[src/rtl/hazard_ctrl_pkg.sv]
// Shared pipeline definitions for the hazard controller.
// Holds the hazard FSM state encoding, default counter width and the
// default memory-wait watchdog limit, plus the load-use match helper.
package hazard_ctrl_pkg;

  typedef enum logic [1:0] {
    ST_RUN     = 2'd0,
    ST_WAIT    = 2'd1,  // memory freeze in progress
    ST_RECOVER = 2'd2   // first cycle after a freeze ends
  } hz_state_e;

  localparam int CNT_W_DEF   = 16;
  localparam int TIMEOUT_DEF = 255;
  localparam int WD_W        = 8;

  // ID source matches the EX load destination; x0 never creates a hazard.
  function automatic logic load_use_match(
    input logic [4:0] rs1, input logic use1,
    input logic [4:0] rs2, input logic use2,
    input logic [4:0] rd
  );
    return (rd != 5'd0) && ((use1 && rs1 == rd) || (use2 && rs2 == rd));
  endfunction

endpackage

[src/rtl/hazard_ctrl_sat_counter.sv]
// Saturating up-counter used for the hazard event statistics.
// Ports:
//   i_clk   - clock
//   i_clr_n - asynchronous active-low clear
//   i_inc   - increment enable (ignored once the counter is all ones)
//   o_cnt   - current count
module sat_counter #(
  parameter int W = 16
) (
  input  logic         i_clk,
  input  logic         i_clr_n,
  input  logic         i_inc,
  output logic [W-1:0] o_cnt
);

  logic [W-1:0] r_cnt;

  always_ff @(posedge i_clk or negedge i_clr_n) begin
    if (!i_clr_n)                  r_cnt <= '0;
    else if (i_inc && r_cnt != '1) r_cnt <= r_cnt + W'(1);
  end

  assign o_cnt = r_cnt;

endmodule

[src/rtl/hazard_ctrl.sv]
// Pipeline hazard controller: load-use stall, branch/jump redirect flush
// and data-memory wait freeze, with event counters and a sticky watchdog.
// Priority: memory wait > redirect > load-use. Control outputs are
// combinational (zero latency) and forced low while reset is asserted.
// Ports:
//   i_clk, i_rst_n            - clock, asynchronous active-low reset
//   i_id_rs1/2, i_id_use_rs1/2 - ID source registers and their use flags
//   i_ex_rd, i_ex_load, i_ex_nop, i_ex_redirect - EX stage status
//   i_mem_req, i_mem_ready    - MEM stage access and memory completion
//   o_pc_hold, o_ifid_hold    - hold PC and IF/ID
//   o_ifid_flush              - squash IF/ID
//   o_idex_bubble             - insert nop into ID/EX
//   o_freeze                  - hold ID/EX, EX/MEM, MEM/WB
//   o_stall_cnt/o_flush_cnt/o_freeze_cnt - saturating event counters
//   o_mem_timeout             - sticky memory-wait watchdog flag
module hazard_ctrl
  import hazard_ctrl_pkg::*;
#(
  parameter int CNT_W   = CNT_W_DEF,
  parameter int TIMEOUT = TIMEOUT_DEF
) (
  input  logic             i_clk,
  input  logic             i_rst_n,
  input  logic [4:0]       i_id_rs1,
  input  logic [4:0]       i_id_rs2,
  input  logic             i_id_use_rs1,
  input  logic             i_id_use_rs2,
  input  logic [4:0]       i_ex_rd,
  input  logic             i_ex_load,
  input  logic             i_ex_nop,
  input  logic             i_ex_redirect,
  input  logic             i_mem_req,
  input  logic             i_mem_ready,
  output logic             o_pc_hold,
  output logic             o_ifid_hold,
  output logic             o_ifid_flush,
  output logic             o_idex_bubble,
  output logic             o_freeze,
  output logic [CNT_W-1:0] o_stall_cnt,
  output logic [CNT_W-1:0] o_flush_cnt,
  output logic [CNT_W-1:0] o_freeze_cnt,
  output logic             o_mem_timeout
);

  hz_state_e       r_state, w_nstate;
  logic [WD_W-1:0] r_wd;
  logic            r_timeout;
  logic [WD_W:0]   w_wd_inc;

  logic w_wait, w_redir, w_lu;
  logic w_do_freeze, w_do_flush, w_do_stall;

  assign w_wait  = i_mem_req & ~i_mem_ready;
  assign w_redir = ~i_ex_nop & i_ex_redirect;
  assign w_lu    = ~i_ex_nop & i_ex_load &
                   load_use_match(i_id_rs1, i_id_use_rs1, i_id_rs2, i_id_use_rs2, i_ex_rd);

  // Reset gating makes every control output 0 while reset is low.
  assign w_do_freeze = i_rst_n & w_wait;
  assign w_do_flush  = i_rst_n & ~w_wait & w_redir;
  assign w_do_stall  = i_rst_n & ~w_wait & ~w_redir & w_lu;

  // FSM state register
  always_ff @(posedge i_clk or negedge i_rst_n) begin
    if (!i_rst_n) r_state <= ST_RUN;
    else          r_state <= w_nstate;
  end

  // FSM next state and control outputs
  always_comb begin
    w_nstate      = r_state;
    o_freeze      = 1'b0;
    o_pc_hold     = 1'b0;
    o_ifid_hold   = 1'b0;
    o_ifid_flush  = 1'b0;
    o_idex_bubble = 1'b0;

    case (r_state)
      ST_RUN:     if (w_wait)      w_nstate = ST_WAIT;
      ST_WAIT:    if (i_mem_ready) w_nstate = ST_RECOVER;
      ST_RECOVER: w_nstate = w_wait ? ST_WAIT : ST_RUN;
      default:    w_nstate = ST_RUN;
    endcase

    // A wait freezes regardless of state; EX is held so a pending
    // redirect re-presents itself in the first unfrozen cycle.
    if (w_do_freeze) begin
      o_freeze    = 1'b1;
      o_pc_hold   = 1'b1;
      o_ifid_hold = 1'b1;
    end else if (w_do_flush) begin
      o_ifid_flush  = 1'b1;
      o_idex_bubble = 1'b1;
    end else if (w_do_stall) begin
      o_pc_hold     = 1'b1;
      o_ifid_hold   = 1'b1;
      o_idex_bubble = 1'b1;
    end
  end

  // Watchdog on consecutive wait cycles; the flag sets on the edge where
  // the count reaches TIMEOUT and stays set until reset.
  assign w_wd_inc = {1'b0, r_wd} + (WD_W+1)'(1);

  always_ff @(posedge i_clk or negedge i_rst_n) begin
    if (!i_rst_n) begin
      r_wd      <= '0;
      r_timeout <= 1'b0;
    end else if (w_wait) begin
      if (r_wd != '1) r_wd <= w_wd_inc[WD_W-1:0];
      if (w_wd_inc >= (WD_W+1)'(TIMEOUT)) r_timeout <= 1'b1;
    end else begin
      r_wd <= '0;
    end
  end

  assign o_mem_timeout = r_timeout;

  sat_counter #(.W(CNT_W)) u_stall_cnt (
    .i_clk(i_clk), .i_clr_n(i_rst_n), .i_inc(w_do_stall),  .o_cnt(o_stall_cnt)
  );

  sat_counter #(.W(CNT_W)) u_flush_cnt (
    .i_clk(i_clk), .i_clr_n(i_rst_n), .i_inc(w_do_flush),  .o_cnt(o_flush_cnt)
  );

  sat_counter #(.W(CNT_W)) u_freeze_cnt (
    .i_clk(i_clk), .i_clr_n(i_rst_n), .i_inc(w_do_freeze), .o_cnt(o_freeze_cnt)
  );

endmodule
[config.mk]
export PLATFORM = sky130hd
export DESIGN_NAME = hazard_ctrl
export DESIGN_NICKNAME = d
export VERILOG_FILES = /design/src/rtl/hazard_ctrl_pkg.sv /design/src/rtl/hazard_ctrl_sat_counter.sv /design/src/rtl/hazard_ctrl.sv
export SDC_FILE = /design/constraint.sdc
export NUM_CORES = 1
export LEC_CHECK = 0
export CAP_MARGIN = 30
export CORE_MARGIN = 4
export CORE_UTILIZATION = 54
export DETAILED_ROUTE_END_ITERATION = 16
export GPL_TIMING_DRIVEN = 0
export PLACE_DENSITY = 0.86
export SYNTH_ARGS = -nofsm -noshare
export SYNTH_HDL_FRONTEND = slang
export SYNTH_HIERARCHICAL = 1
export SYNTH_SLANG_ARGS = --single-unit
[constraint.sdc]
create_clock -name i_clk -period 4.1 [get_ports i_clk]
set_input_delay 0.82 -clock i_clk [delete_from_list [all_inputs] [get_ports i_clk]]
set_output_delay 0.82 -clock i_clk [all_outputs]
set_load 0.01 [all_outputs]
-- Yosys cells after proc, flatten, opt, wreduce, memory -nomap -nowiden
Cells that the tools add are included.
- muxes and demuxes: 10
- add/sub/neg operators: 4
- equal/unequal tests: 7
- magnitude comparators: 1
- bitwise logic cells: 13
- reductions and logical operators: 9
- operator list (kind ; count):
    $add A16 B1 Y16 const B ; 3
    $ne A16 B16 Y1 const B ; 3
    $mux W8 ; 2
    $eq A5 B5 Y1 ; 2
    $add A8 B1 Y9 const B ; 1
    $and A1 B1 Y1 ; 9
    $ge A9 B8 Y1 const B ; 1
    $mux W1 ; 8
    $ne A8 B8 Y1 const B ; 1
    $logic_and A1 B1 Y1 ; 6
    $reduce_bool A5 Y1 ; 1
    $not A1 Y1 ; 4
    $ne A2 B1 Y1 const B ; 1
    $reduce_and A2 Y1 ; 1
    $logic_or A1 B1 Y1 ; 1
- flip-flop bits (word level): 57
- output and inout bits: 54
- logic and storage cells: 49
- input port bits: 24

-- Depth between registers and ports, before layout
Gate-level depths: netlist of the first run.
- word-level depth: 9
- mapped depth: 8
- depth with buffers taken out: 8

-- Hierarchy
Netlist of the first run, hierarchy kept.
- modules (own cells, without submodules) (module ; area each (um^2) ; seq. area each (um^2) ; cells an instance ; times used):
    sat_counter ; 859.6 ; 400.4 ; 72 ; 3
    hazard_ctrl ; 720.7 ; 225.2 ; 79 ; 1

-- Worst setup path after synthesis of the first run
Ideal clock, no wire load.
- path type: input port to output port
- from: in i_ex_rd[1]
- to: out o_pc_hold
- required time: 3.280 ns
- stages: 4
- path buffers: 1
- data arrival time: 1.902 ns
- path slack: 1.378 ns
- cells stage by stage: or4_1 o2111ai_1 o21bai_1 buf_4
- cells in the longest elaborated chain, start to end: 9
- elaborated cells on any way between the ends: 12
- classes of those cells: eq/ne: 2; mux: 3; bitwise: 2; reduce/logical: 5
- ends and longest elaborated chain (item ; RTL line ; text):
    start, declared ; hazard_ctrl.sv:28 ; input logic [4:0] i_ex_rd,
    $eq A5 B5 Y1 ; hazard_ctrl_pkg.sv:22 ; return (rd != 5'd0) && ((use1 && rs1 == rd) || (use2 && rs2 == rd));
    $logic_and A1 B1 Y1 ; hazard_ctrl_pkg.sv:22 ;
    $logic_or A1 B1 Y1 ; hazard_ctrl_pkg.sv:22 ;
    $logic_and A1 B1 Y1 * ; hazard_ctrl_pkg.sv:22 ;
    $and A1 B1 Y1 * ; hazard_ctrl.sv:55 ; assign w_lu = ~i_ex_nop & i_ex_load &
    $and A1 B1 Y1 * ; hazard_ctrl.sv:61 ; assign w_do_stall = i_rst_n & ~w_wait & ~w_redir & w_lu;
    $mux W1 * (3 in series) ; n/a ;
    end, declared ; hazard_ctrl.sv:34 ; output logic o_pc_hold,
Mark *: on every way between the ends. The rest lies on a longest branch, timed or not.

-- Worst setup path in the final report of the first run
- from: in i_ex_rd[3]
- to: out o_pc_hold
- cells in the longest elaborated chain, start to end: 9
- elaborated cells on any way between the ends: 12
- classes of those cells: eq/ne: 2; mux: 3; bitwise: 2; reduce/logical: 5
- ends and longest elaborated chain (item ; RTL line ; text):
    $eq A5 B5 Y1 ; hazard_ctrl_pkg.sv:22 ;
    $logic_and A1 B1 Y1 ; hazard_ctrl_pkg.sv:22 ;
    $logic_or A1 B1 Y1 ; hazard_ctrl_pkg.sv:22 ;
    $logic_and A1 B1 Y1 * ; hazard_ctrl_pkg.sv:22 ;
    $and A1 B1 Y1 * ; hazard_ctrl.sv:55 ;
    $and A1 B1 Y1 * ; hazard_ctrl.sv:61 ;
    $mux W1 * ; hazard_ctrl.sv:94 ; end else if (w_do_stall) begin
    $mux W1 * ; hazard_ctrl.sv:91 ; end else if (w_do_flush) begin
    $mux W1 * ; hazard_ctrl.sv:87 ; if (w_do_freeze) begin
Marks and branches as above.

==> results.toml, run 1 <==
[grt]
grt.total_usage_pct = 22.3
grt_pass1_vias = 2792
globalRoute.totalOverflow = 0
grt_pass1_wl_um = 13200
grt_max_degree = 32
antenna_found_initial = 0

[die]
dieHeight_um = 86.2
initial_utilization_pct = 55.7
die_area_um2 = 7420
num_io_pins = 78
core_area_um2 = 5920
fp.dieW_um = 86.2
placementRows = 28

[sta]
slew_headroom_pct = 66.2
timing.fmax_mhz = 255
final.setup_skew_ps = 9.44
setup_slack_ps = 176
min_period_ps = 3920
rsz0062_at_grt = "false"
hold_violations = 0
whs_ps = 444
drv_slew = 0
final-setup-viol-count = 0
worst_pin_slew_ps = 505
period_share_pct = 95.7

[place]
place_area_um2 = 4180
dp_slack_ps = 35.2
dp_hpwl_um = 5850
gp_congestion = 0.881
io_buffers = 77

[detailed_routing]
via_count = 2852
postRouteWirelength_um = 7810
drc = 0
via_per_inst = 6.16
drt_first_pass_iters = 4
drtAntennaViolNets = 0
wl_per_cell_um = 16.9
drtIter0Drc = 90

[synth]
synth_enable_flop_cells = 0
synthDistinctLibCells = 47
seq_area_frac_synth_pct = 43.2
yosys_warnings = 6
ys_ff_latch = 57
synth.net_count = 324
synth_cells = 295
synth_area_um2 = 3300
ys.flop_type = "dfrtp_1"
synth_async_sr_flop_share_pct = 100
avgSynthCellArea_um2 = 11.2

[worst_setup_path]
critPathMaxFanout = 3
critPathCaptureType = "primary output"
worstPathArrival_ps = 3100
crit_start = "i_ex_rd[3]"
path_class = "in -> out"
r2r-start = "u_freeze_cnt/o_cnt[0]"
cp-start-kind = "input pin"
regToRegSetupSlack_ps = 2410
crit_required_ps = 3280

[clocking]
post_cts_buffers = 0
cts_tree = "done"
path_clk_slew_ps = 60
root_buffer = "clkbuf_8"
cts_num_sinks = 57
htree_num_levels = 3
cts_made_buffers = 9
clock_latency_ps = 330
clk_path_buf_depth = 2

[pwr]
power_density_nw_per_um2 = 325
ir_worst_vdd_v = 0.000397
total_leakage_power_nw = 1.80

[cells_and_area]
antenna_cells = 0
nFillCells = 421
final_cell_area_um2 = 4370
drive_gt1_share_pct = 13.7
syn_to_final_growth_pct = 32.4
layout.nets = 413

[run]
max-cap-violations = 0

[hold_path]
hold_path.class = "in -> async"

[status]
outcome = "finished clean"
-- cells in the final DEF (no fill, tap or decap), types with 3 or more instances in the layout --
master,netlist,final
clkdlybuf4s50_1,0,76
dfrtp_1,57,57
nand4_1,24,24
xnor2_1,22,22
nand3_1,18,18
xor2_1,15,15
nand2_1,15,15
o21a_1,15,15
a21oi_1,13,13
clkbuf_8,0,12
nor2_1,11,11
a31oi_1,11,11
and3_1,7,7
nor4_4,6,6
ha_1,5,5
a32oi_1,4,4
and4_1,4,4
o21ai_0,4,4
nor3_2,4,4
inv_1,3,3
and2_1,3,3
and4_2,3,3
and4_4,3,3
o211ai_1,3,3
nand4_2,3,3
nand4_4,3,3
nor2_2,3,3
nand3_4,3,3
o31ai_4,3,3
mux2_1,3,3
and4b_1,3,3
-- state kept, by name (all words and copies together) (netlist names) --
| signal | cells |
|---|---|
| o_mem_timeout | 1 |
| r_wd | 8 |
| u_freeze_cnt/o_cnt | 16 |
| u_flush_cnt/o_cnt | 16 |
| u_stall_cnt/o_cnt | 16 |
-- worst paths after layout --
| check | endpoint | cells past startpoint |
|---|---|---|
| setup reg to reg | u_freeze_cnt/o_cnt[14] | 5 |
| hold / removal | r_wd[7] | 1 |
| max in group asynchronous | u_flush_cnt/o_cnt[6] | 2 |
| hold reg to reg | o_mem_timeout | 2 |
| setup / recovery | o_pc_hold | 7 |
| min in group i_clk | o_mem_timeout | 2 |
-- report_power, final --
group          internal (mW)  switching [mW]  total (mW)
combinational          0.145           0.118       0.263
sequential             0.606          0.0791       0.685
clock                  0.264           0.206       0.471
total                   1.02           0.403        1.42
-- critical path: stages --
cell             delay [ps]
clkdlybuf4s50_1         500
xor2_1                  210
nor4_2                  370
a32oi_1                 230
o21bai_1                290
buf_4                   160
clkdlybuf4s50_1         520
-- synthesized netlist by cell type, types with 5 or more instances --
| library cell | count | area [um2] |
|---|---|---|
| ha_1 | 5 | 62.6 |
| xnor2_1 | 22 | 193 |
| dfrtp_1 | 57 | 1430 |
| nand4_1 | 24 | 150 |
| nand3_1 | 18 | 90.1 |
| xor2_1 | 15 | 131 |
| a21oi_1 | 13 | 65.1 |
| and3_1 | 7 | 43.8 |
| nand2_1 | 15 | 56.3 |
| o21a_1 | 15 | 113 |
| nor4_4 | 6 | 128 |
| a31oi_1 | 11 | 68.8 |
| nor2_1 | 11 | 41.3 |
-- cell families (layout without fill, tap and decap cells) --
| logic type | after synthesis | in the layout | share of synthesized area, % |
|---|---|---|---|
| muxes | 3 | 3 | 1.02 |
| AOI/OAI and AO/OA | 62 | 62 | 14.2 |
| xor gates and xnor gates | 37 | 37 | 9.82 |
| adders and majority gates | 5 | 5 | 1.90 |
| buffers and inverters | 6 | 99 | 1.02 |
| DFF | 57 | 57 | 43.2 |
| and+or+nand+nor | 125 | 125 | 28.8 |
-- cell type report --
cell class	instances	area, um2	area share (%)
buffer	3	22.5	0.515
sequential	57	1430	32.6
timing repair buffer	78	788	18.0
clock buffer	13	169	3.87
clock inverter	2	12.5	0.286
tap	75	93.8	2.15
multi-input combinational	232	1850	42.2
inverter	3	11.3	0.258
-- metal layers --
metal / wire, um / GRT usage (%)
met5: 0 / 0
met4: 157 / 9.78
met3: 443 / 4.03
met2: 3840 / 35.9
met1: 3360 / 29.5
-- metrics by stage --
stage	cells	util, %	TNS (ps)	total power [mW]
after floorplan	295	-	0	0.786
after global placement	447	70.3	-34970	0.946
after detailed placement	448	70.6	0	0.954
after CTS	463	73.6	0	1.43
after global routing	463	73.8	0	1.49
final	463	73.8	0	1.42
-- what timing repair did --
item / CTS / global route
hold buffers: 0 / 0
endpoints found under the setup margin: 0 / 2
gates resized for setup: 0 / 2
No activity file was read; power rests on OpenSTA's default activity.
==> run 2, diff against run 1 <==
--- a/constraint.sdc
+++ b/constraint.sdc
@@ -3,2 +3,2 @@
 set_output_delay 0.82 -clock i_clk [all_outputs]
-set_load 0.01 [all_outputs]
+set_load 0.05 [all_outputs]
==> run 2 against run 1 <==
Utilization fell by 0.23 points. Power rose by 9.6%. Critical path depth fell by 1. Design area fell by 0.31%. Largest cell class unchanged. Highest routed layer unchanged.
==> results.toml, run 2 (synthesized netlist as in run 1, its figures left out) <==
[die]
initial_utilization_pct = 55.7
fp.dieW_um = 86.2
num_io_pins = 78
placementRows = 28
die_area_um2 = 7420
dieHeight_um = 86.2
core_area_um2 = 5920

[worst_setup_path]
critPathMaxFanout = 3
r2r-start = "u_freeze_cnt/o_cnt[0]"
regToRegSetupSlack_ps = 2410
path_class = "in -> out"
reg2reg_depth = 5
critPathCaptureType = "primary output"
worstPathArrival_ps = 3100
cp-start-kind = "input pin"
crit_required_ps = 3280
r2r_end = "u_freeze_cnt/o_cnt[14]"

[status]
outcome = "finished clean"

[place]
dp.cells = 448
gp_congestion = 0.881
dp_hpwl_um = 5850
io_buffers = 77

[sta]
final.setup_skew_ps = 8.82
whs_ps = 409
min_period_ps = 3920
worst_pin_slew_ps = 548
drv_slew = 0
final-setup-viol-count = 0
setup_tns_ps = 0
rsz0062_at_grt = "false"
slew_headroom_pct = 63.4
timing.fmax_mhz = 255
hold_violations = 0
period_share_pct = 95.7

[cells_and_area]
antenna_cells = 0
drive_gt1_share_pct = 13.7
final_cell_mix = "clkdlybuf4s50_1 (73), dfrtp_1 (57), nand4_1 (24)"
mostFrequentLayoutCell = "clkdlybuf4s50_1"
syn_to_final_growth_pct = 32.0
nFillCells = 426
layout.nets = 413
fin_cells = 463

[detailed_routing]
via_count = 2850
wl_per_cell_um = 16.8
drc = 0
drt_first_pass_iters = 4
postRouteWirelength_um = 7790
drtAntennaViolNets = 0
drtIter0Drc = 90
via_per_inst = 6.16

[grt]
grt.total_usage_pct = 22.3
globalRoute.totalOverflow = 0
grt_pass1_wl_um = 13200
antenna_found_initial = 0
grt_max_degree = 32
grt_pass1_vias = 2792

[pwr]
total_leakage_power_nw = 1.81
power_density_nw_per_um2 = 357
finalPower_mw = 1.56
ir_worst_vdd_v = 0.000559

[clocking]
path_clk_slew_ps = 60
cts_tree = "done"
cts_made_buffers = 9
clock_latency_ps = 320
htree_num_levels = 3
root_buffer = "clkbuf_8"
cts_num_sinks = 57
clk_path_buf_depth = 2
post_cts_buffers = 0

[hold_path]
hold_path.class = "in -> async"

[run]
max-cap-violations = 0
## run 2: cell types whose count changed in the layout (fill, tap and decap cells not counted), sizes merged
cell	previous run	this run
buf	4	5
dlygate4sd2	0	2
clkdlybuf4s50	76	73
## run 2: worst max-delay path, cell delays in order
cell	delay, ps
clkdlybuf4s50_1	500
xor2_1	210
nor4_1	450
a32oi_1	250
o21bai_1	290
dlygate4sd2_1	570
## run 2: repair_timing
action / 4_1_cts / 5_1_grt
gates resized for setup: 4 / 2
gates cloned: 0 / 0
hold buffers: 0 / 0
endpoints found under the setup margin: 3 / 1
## run 2: cell type report
cell class	count	area [um2]	share of cell area, %
Multi-Input combinational cell	232	1840	42.2
Clock buffer	13	169	3.88
Tap cell	75	93.8	2.15
Clock inverter	2	12.5	0.287
Sequential cell	57	1430	32.7
Buffer	3	22.5	0.517
Inverter	3	11.3	0.259
Timing Repair Buffer	78	781	17.9
## run 2: per-stage QoR
step,utilization [%],setup WS (ps),area [um2]
finish,73.6,176,4360
global route,73.6,66.5,4360
CTS,73.6,54.1,4360
detailed placement,70.6,-232,4180
global placement,70.3,-1770,4160
floorplan,-,751,3300
## run 2: layer usage
layer	vias to the layer above	global-route usage, %	part of all wire, %
li1	1337	-	-
met1	1392	29.5	43
met2	109	35.9	49
met3	12	4.03	6.2
met4	0	9.78	1.7
met5	-	0	0
## run 2: power by group
group / internal, mW / switching, mW / leakage, nW / total, mW
logic: 0.143 / 0.255 / 0.937 / 0.399
clock network: 0.264 / 0.207 / 0.0915 / 0.472
registers: 0.606 / 0.0791 / 0.781 / 0.685
## run 2: worst max-delay path by stage
| stage | startpoint | end | slack (ps) | cells past startpoint |
|---|---|---|---|---|
| floorplan | i_ex_rd[3] | o_pc_hold | 750 | 5 |
| global placement | i_rst_n | o_pc_hold | -1770 | 6 |
| detailed placement | i_ex_rd[3] | o_pc_hold | -230 | 7 |
| CTS | i_ex_rd[3] | o_pc_hold | 50 | 7 |
| global route | i_ex_rd[3] | o_ifid_hold | 70 | 6 |
| finish | i_ex_rd[3] | o_ifid_hold | 180 | 6 |
==> run 3, diff against run 2 <==
--- a/constraint.sdc
+++ b/constraint.sdc
@@ -3,2 +3,2 @@
 set_output_delay 0.82 -clock i_clk [all_outputs]
-set_load 0.05 [all_outputs]
+set_load 0.01 [all_outputs]
==> results of run 3 <==
Same layout as run 1: the final DEF is identical, and so are final timing and power.
